## src/rtl/seq_divider16.sv

```systemverilog
// seq_divider16: sequential restoring divider, 2*WIDTH / WIDTH -> WIDTH quotient + WIDTH remainder.
// The divider produces one quotient bit per clock. A request is taken only in idle. Results and
// flags are held until a later request finishes.
//
// Ports:
//   clk          rising-edge clock
//   rst          asynchronous, active-high reset
//   start        request, sampled only while idle
//   dividend     2*WIDTH-bit dividend, sampled on the accepting edge
//   divisor      WIDTH-bit divisor, sampled on the accepting edge
//   busy         high whenever the divider is not idle
//   done         one-cycle pulse: results and flags are valid
//   quotient     result, held until the next request completes
//   remainder    result, held until the next request completes
//   div_by_zero  divisor was zero (held like the results)
//   overflow     quotient not representable in WIDTH bits (held)
//
// Configuration macro DIV_SIGNED_EN: when defined, operands are two's complement. The core
// divides magnitudes, the quotient truncates toward zero, and the remainder takes the sign of
// the dividend. When the macro is undefined, no sign logic is built.
module seq_divider16 #(
    parameter int unsigned WIDTH = 16
) (
    input  logic                 clk,
    input  logic                 rst,
    input  logic                 start,
    input  logic [2*WIDTH-1:0]   dividend,
    input  logic [WIDTH-1:0]     divisor,
    output logic                 busy,
    output logic                 done,
    output logic [WIDTH-1:0]     quotient,
    output logic [WIDTH-1:0]     remainder,
    output logic                 div_by_zero,
    output logic                 overflow
);

    localparam int unsigned CntW = $clog2(WIDTH + 1);

    typedef enum logic [1:0] {StIdle, StRun, StDone} state_e;

    state_e              state_q;
    logic [CntW-1:0]     count_q;
    logic [WIDTH-1:0]    rem_q;       // partial remainder, always < divisor between steps
    logic [WIDTH-1:0]    dvd_q;       // low dividend half, shifted out MSB first
    logic [WIDTH-1:0]    dvs_q;
    logic [WIDTH-1:0]    quo_q;
    logic                busy_q, done_q, dbz_q, ovf_q;
    logic [WIDTH-1:0]    quotient_q, remainder_q;
`ifdef DIV_SIGNED_EN
    logic                dd_neg_q, dv_neg_q;
    logic                dd_neg, dv_neg, q_neg;
    logic [WIDTH-1:0]    ovf_limit;
`endif

    // Operand magnitudes, used by the pre-check and loaded into the core.
    logic [2*WIDTH-1:0]  dd_mag;
    logic [WIDTH-1:0]    dv_mag;
    logic                dbz_chk, ovf_chk;

    // One restoring step, plus the sign-corrected results that the last step publishes.
    logic [WIDTH:0]      rem_shift;
    logic                qbit;
    logic [WIDTH-1:0]    rem_d, quo_d;
    logic [WIDTH-1:0]    q_fin, r_fin;
    logic                ovf_fin;

    always_comb begin
`ifdef DIV_SIGNED_EN
        dd_neg = dividend[2*WIDTH-1];
        dv_neg = divisor[WIDTH-1];
        dd_mag = dd_neg ? -dividend : dividend;
        dv_mag = dv_neg ? -divisor : divisor;
`else
        dd_mag = dividend;
        dv_mag = divisor;
`endif
        dbz_chk = (divisor == '0);
        // The quotient fits in WIDTH bits only if the upper dividend half is below the divisor.
        ovf_chk = (dd_mag[2*WIDTH-1:WIDTH] >= dv_mag);
    end

    always_comb begin
        rem_shift = {rem_q, dvd_q[WIDTH-1]};
        qbit      = (rem_shift >= {1'b0, dvs_q});
        // The difference is below the divisor, so the low WIDTH bits of the subtraction are exact.
        rem_d     = qbit ? (rem_shift[WIDTH-1:0] - dvs_q) : rem_shift[WIDTH-1:0];
        quo_d     = {quo_q[WIDTH-2:0], qbit};
`ifdef DIV_SIGNED_EN
        q_neg     = dd_neg_q ^ dv_neg_q;
        q_fin     = q_neg ? -quo_d : quo_d;
        r_fin     = dd_neg_q ? -rem_d : rem_d;
        // A negative result can reach -2^(W-1). A positive result can reach only 2^(W-1)-1.
        ovf_limit = q_neg ? {1'b1, {(WIDTH-1){1'b0}}} : {1'b0, {(WIDTH-1){1'b1}}};
        ovf_fin   = (quo_d > ovf_limit);
`else
        q_fin     = quo_d;
        r_fin     = rem_d;
        ovf_fin   = 1'b0;
`endif
    end

    always_ff @(posedge clk or posedge rst) begin
        if (rst) begin
            state_q     <= StIdle;
            count_q     <= '0;
            rem_q       <= '0;
            dvd_q       <= '0;
            dvs_q       <= '0;
            quo_q       <= '0;
            busy_q      <= 1'b0;
            done_q      <= 1'b0;
            dbz_q       <= 1'b0;
            ovf_q       <= 1'b0;
            quotient_q  <= '0;
            remainder_q <= '0;
`ifdef DIV_SIGNED_EN
            dd_neg_q    <= 1'b0;
            dv_neg_q    <= 1'b0;
`endif
        end else begin
            unique case (state_q)
                StIdle: begin
                    done_q <= 1'b0;
                    if (start) begin
                        busy_q  <= 1'b1;
                        count_q <= CntW'(WIDTH);
                        rem_q   <= dd_mag[2*WIDTH-1:WIDTH];
                        dvd_q   <= dd_mag[WIDTH-1:0];
                        dvs_q   <= dv_mag;
                        quo_q   <= '0;
`ifdef DIV_SIGNED_EN
                        dd_neg_q <= dd_neg;
                        dv_neg_q <= dv_neg;
`endif
                        if (dbz_chk) begin
                            state_q     <= StDone;
                            done_q      <= 1'b1;
                            quotient_q  <= '1;
                            remainder_q <= dividend[WIDTH-1:0];
                            dbz_q       <= 1'b1;
                            ovf_q       <= 1'b0;
                        end else if (ovf_chk) begin
                            state_q     <= StDone;
                            done_q      <= 1'b1;
                            quotient_q  <= '1;
                            remainder_q <= '0;
                            dbz_q       <= 1'b0;
                            ovf_q       <= 1'b1;
                        end else begin
                            state_q <= StRun;
                        end
                    end
                end
                StRun: begin
                    rem_q   <= rem_d;
                    quo_q   <= quo_d;
                    dvd_q   <= {dvd_q[WIDTH-2:0], 1'b0};
                    count_q <= count_q - CntW'(1);
                    if (count_q == CntW'(1)) begin
                        state_q     <= StDone;
                        done_q      <= 1'b1;
                        quotient_q  <= q_fin;
                        remainder_q <= r_fin;
                        dbz_q       <= 1'b0;
                        ovf_q       <= ovf_fin;
                    end
                end
                StDone: begin
                    state_q <= StIdle;
                    done_q  <= 1'b0;
                    busy_q  <= 1'b0;
                end
                default: begin
                    state_q <= StIdle;
                    done_q  <= 1'b0;
                    busy_q  <= 1'b0;
                end
            endcase
        end
    end

    assign busy        = busy_q;
    assign done        = done_q;
    assign quotient    = quotient_q;
    assign remainder   = remainder_q;
    assign div_by_zero = dbz_q;
    assign overflow    = ovf_q;

endmodule

```

## config.mk

```make
export PLATFORM = sky130hd
export DESIGN_NAME = seq_divider16
export DESIGN_NICKNAME = d
export VERILOG_FILES = /design/src/rtl/seq_divider16.sv
export SDC_FILE = /design/constraint.sdc
export NUM_CORES = 1
export LEC_CHECK = 0
export BUFFER_PORTS_ARGS = -buffer_cell sky130_fd_sc_hd__buf_4
export CORE_MARGIN = 2
export CORE_UTILIZATION = 63
export CTS_BUF_LIST = sky130_fd_sc_hd__clkbuf_16
export DETAILED_ROUTE_END_ITERATION = 8
export GPL_TIMING_DRIVEN = 0
export HOLD_SLACK_MARGIN = 0.05
export PLACE_DENSITY = 0.93
export SETUP_SLACK_MARGIN = 0.1
export SYNTH_ARGS = -nofsm -noshare
export SYNTH_HDL_FRONTEND = slang
export SYNTH_SLANG_ARGS = --single-unit
```

## constraint.sdc

```tcl
create_clock -name clk -period 9.05 [get_ports clk]
set_input_delay 0.4525 -clock clk [delete_from_list [all_inputs] [get_ports clk]]
set_output_delay 0.4525 -clock clk [all_outputs]
set_load 0.005 [all_outputs]
```

Word-level counts from Yosys, hierarchy flattened:

Index checks and enable logic that the tools add are counted.

* bits in registers: 106
* input bits: 51
* output and inout port bits: 36
* word-level logic and storage cells: 70

* add/subtract/negate cells: 2
* magnitude comparators: 2
* equal/unequal tests: 5
* muxes and demuxes: 40
* bitwise logic cells: 1
* reduce and logical (&&, ||, !) cells: 8

Operator list (count)
* two-way mux 16 bit: 11
* one-hot mux 16 bit (2 select lines): 4
* one-hot mux 15 bit (2 select lines): 1
* greater-or-equal comparator 17 x 16 -> 1 bit: 1
* greater-or-equal comparator 16 bit: 1
* logical NOT 16 bit: 1
* subtractor 16 bit: 1
* two-way mux 15 bit: 1
* two-way mux 1 bit: 12
* one-hot mux 5 bit (2 select lines): 1
* two-way mux 2 bit: 4
* one-hot mux 1 bit (2 select lines): 4
* AND reduction 2 bit: 4
* == test 5 x 1 -> 1 bit, second input constant: 1
* two-way mux 5 bit: 1
* subtractor 5 x 1 -> 5 bit, second input constant: 1
* inequality test 2 bit, second input constant: 2
* one-hot mux 2 bit (2 select lines): 1
* AND reduction 4 bit: 1
* inequality test 3 bit, second input constant: 1
* == test 2 x 1 -> 1 bit, second input constant: 1
* logical NOT 2 bit: 1
* nonzero test 2 bit: 1
* NOT 1 bit: 1

Longest topological paths before layout:

* depth in word-level cells: 5
* mapped depth: 11

Worst setup path before layout:

Ideal clock, no wire load.

* path type: register to register
* start point: reg dvd_q[15]
* end point: reg remainder_q[14] (netlist: remainder[14])
* library setup time: 88 ps
* data arrival time: 2289 ps
* required time: 8962 ps
* path slack: 6673 ps
* cell stages (with the launch flop): 11
* buffers on the path: 0
* path through: dfrtp_1 -> inv_1 -> ha_1 -> fa_1 -> nor2b_1 -> o2111ai_1 -> and3_2 -> o41ai_2 -> xor2_1 -> nand3_1 -> a41oi_1

* word-level cells in the longest chain between the ends: 4
* elaborated cells between the ends (all ways): 5
* classes of those cells: 1 x add/sub; 1 x order compare; 3 x mux

RTL lines
* start, declared: RTL line 44 `logic [WIDTH-1:0] dvd_q;`
* start signal, assigned: RTL line 128 `dvd_q <= dd_mag[WIDTH-1:0];`
* start signal, assigned: RTL line 157 `dvd_q <= {dvd_q[WIDTH-2:0], 1'b0};`
* subtractor 16 bit / greater-or-equal comparator 17 x 16 -> 1 bit (equally long branches): RTL line 86, 84
* two-way mux 16 bit *: RTL line 86 `rem_d = qbit ? (rem_shift[WIDTH-1:0] - dvs_q) : rem_shift[WIDTH-1:0];`
* two-way mux 16 bit *: RTL line 159 `if (count_q == CntW'(1)) begin`
* one-hot mux 16 bit (2 select lines) *: RTL line 121 `unique case (state_q)`
* end signal, assigned: RTL line 139 `remainder_q <= dividend[WIDTH-1:0];`
* end signal, assigned: RTL line 163 `remainder_q <= r_fin;`
* end, declared: RTL line 48 `logic [WIDTH-1:0] quotient_q, remainder_q;`

Every way passes the cells marked *; elsewhere a longest branch is shown, timed or not. The select of a mux whose other input is x is not followed.
A chain may end at the register's enable or synchronous reset.

Final worst setup path:

Same ends and word-level chain as after synthesis.

==> flow_summary.yaml <==
flow_run:
  max_cap_violations: 0
pwr:
  ir_worst_vdd_v: 0.000220
  p_leak_nw: 3.33
  power_density_mw_per_mm2: 410
  p_total_mw: 3.01
yosys:
  synth_top_cell_by_area: "dfrtp_1"
  synth.top_cells.by_area: "dfrtp_1, ha_1, a21oi_1"
  syn_nets: 799
  synth_top_area_share_pct: 42.9
  ys.flop_type: "dfrtp_1"
  synth_seq_cells: 106
  synth.distinct_cells: 62
  avgSynthCellArea_um2: 8.67
  synth_edf_count: 0
  synthArstFlopShare_pct: 100
  synthCells: 713
  yosysSeqAreaShare_pct: 42.9
  ys_warn_count: 0
  syn_area_mm2: 0.00618
drt:
  viasPerCell: 6.46
  ant_nets: 0
  wl_um: 18300
  drt_first_pass_iters: 6
  wire_per_inst_um: 19.3
  drt_iter0_drc: 636
  drc: 0
  vias: 6134
grt:
  grt_pass1_wl_um: 28700
  antenna_found_initial: 0
  grt_pass1_vias: 5889
  grt_max_degree: 76
  grt_overflow: 0
  grt_use_total_pct: 35.1
timing:
  period_needed_ns: 2.94
  slew_headroom_pct: 47.9
  slew_violations: 0
  rsz0062_at_grt: "false"
  worst_slew_pin_slew_ns: 0.781
  setup_tns_ns: 0
  period_share_pct: 32.5
  finClkSkew_ns: 0.00882
  finalSetupViolCount: 0
  fmax_mhz: 340
  hold_violations: 0
  setup_slack_ns: 6.11
clocking:
  htree_levels: 3
  clock_sinks: 106
  cts_root_buffer: "clkbuf_16"
  cts_buffer_depth: 2
  numCtsBuffers: 9
  cts_tree: "done"
  cts_hold_buffers: 0
  clk-insertion-delay-late_ns: 0.35
  post_cts.repair.setup_buffers: 0
  cts_resized: 0
  path_clk_slew_ns: 0.08
floorplan:
  rows: 36
  dieHeight_um: 103
  num_io_pins: 87
  die_width_um: 103
  fp.dieArea_mm2: 0.0106
  start_util_pct: 64.1
  coreArea_mm2: 0.00964
placed_design:
  dp_worst_setup_slack_ns: 6.10
  dpl_cell_area_mm2: 0.00702
  place.gp.congestion: 1.01
  dp_hpwl_um: 13300
  io_buffer_count: 86
setup_path:
  startpoint: "dvd_q[15]"
  path_class: "reg -> reg"
  cp_data_arrival_time_ns: 3.20
  startpoint_type: "register"
  cp_max_fo: 4
  rr_startpoint: "dvd_q[15]"
  required_ns: 9.31
  crit_path_end_kind: "register"
status:
  status: "complete, no violations"
cells_and_area:
  n_antenna_cell: 0
  nets: 897
  fill_cells: 690
  register_area_mm2: 0.00265
  areaGrowthSynthToFinish_pct: 18.7
  multi_input_area_mm2: 0.00316
  drive_gt1_share_pct: 17.5
  fin_area_mm2: 0.00733
min_path:
  hold_class: "in -> async"
==> routing by layer <==
metal  wire (um)  track usage [%]  up-vias
met1        7000             46.5     2955
met3        1890             7.59       71
li1            -                -     2708
met5           0                0        -
met4         614             14.9        0
met2        8800             56.1      400
==> flip-flops by register name, summed over array words and instances (netlist names) <==
name,cells
overflow,1
count_q,5
rem_q,16
quotient,16
dvd_q,16
state_q,2
done,1
remainder,16
busy,1
quo_q,15
dvs_q,16
div_by_zero,1
==> stage by stage <==
step / instances / hold slack [ns] / util, %
after floorplan: 713 / 0.437 / -
after global placement: 932 / 0.463 / 72.5
after detailed placement: 933 / 0.485 / 72.8
after CTS: 949 / 0.112 / 76.1
after global routing: 949 / 0.135 / 76.1
final: 949 / 0.0984 / 76.1
==> power breakdown <==
group | total, mW | internal [mW] | switching, mW
registers | 0.810 | 0.676 | 0.134
logic | 1.79 | 0.702 | 1.08
clock network | 0.411 | 0.201 | 0.210
==> worst paths after layout <==
kind	endpoint	slack [ns]	cells past startpoint
max	remainder[14]	6.11	10
max reg2reg	remainder[14]	6.11	10
max in group asynchronous	rem_q[14]	8.24	3
min	dvd_q[7]	0.1	2
min in group clk	dvs_q[7]	0.33	3
min reg2reg	count_q[4]	0.49	1
==> critical path, stage by stage (launching register included) <==
cell	delay [ns]
dfrtp_1	0.38
inv_1	0.09
ha_1	0.24
fa_1	0.43
nor2b_1	0.20
o2111ai_1	0.19
and3_2	0.28
o41ai_2	0.39
xor2_1	0.25
nand3_1	0.11
a41oi_1	0.29
==> cells in the final DEF (no fill, tap or decap), types with 4 or more instances in the layout <==
cell	synthesis	routed
a22oi_1	16	16
o21ai_1	10	10
nor2b_1	18	18
mux2i_1	5	5
o21a_1	4	4
buf_4	3	89
nand2b_1	6	6
nor3_1	15	15
a211oi_1	12	12
nand4_1	6	6
o22ai_1	4	4
xnor2_1	4	4
nor2_1	68	68
clkbuf_16	0	9
and3_1	13	13
o211ai_1	7	7
nand3_1	20	20
nand2_1	82	82
clkbuf_1	28	28
o31ai_2	9	9
buf_2	11	11
dfrtp_1	106	106
a21o_1	5	5
a21oi_1	65	65
nor4_1	5	5
ha_1	34	34
a31oi_1	15	15
inv_1	42	41
o21ai_0	49	49
xor2_1	4	4
==> logic make-up (layout without fill, tap and decap cells) <==
family,Yosys count,in the layout,share of synthesized area (%)
multiplexers,7,7,1.17
buffers and inverters,88,191,5.87
adder cells (fa/ha/maj),35,35,7.21
AO/OA/AOI/OAI,219,219,22.8
XOR/XNOR,8,8,1.13
flip-flops,106,106,42.9
AND/OR/NAND/NOR,250,250,18.8
==> layout make-up <==
type,instances,share of cell area [%]
multi-input combinational,519,43.1
sequential,106,36.2
timing repair buffer,87,9.18
clock buffer,9,3.07
buffer,46,2.80
tap,133,2.27
inverter,42,2.18
clock inverter,7,1.21
==> synth_stat cells (3+ instances only) <==
cell        n
dfrtp_1   106
nand2_1    82
nor2_1     68
a21oi_1    65
o21ai_0    49
inv_1      42
ha_1       34
clkbuf_1   28
nand3_1    20
nor2b_1    18
a22oi_1    16
a31oi_1    15
nor3_1     15
and3_1     13
a211oi_1   12
buf_2      11
o21ai_1    10
o31ai_2     9
o211ai_1    7
nand2b_1    6
nand4_1     6
a21o_1      5
mux2i_1     5
nor4_1      5
o21a_1      4
o22ai_1     4
xnor2_1     4
xor2_1      4
buf_1       3
buf_4       3
o31ai_1     3
or2_2       3
(Power assumes the default switching activity.)
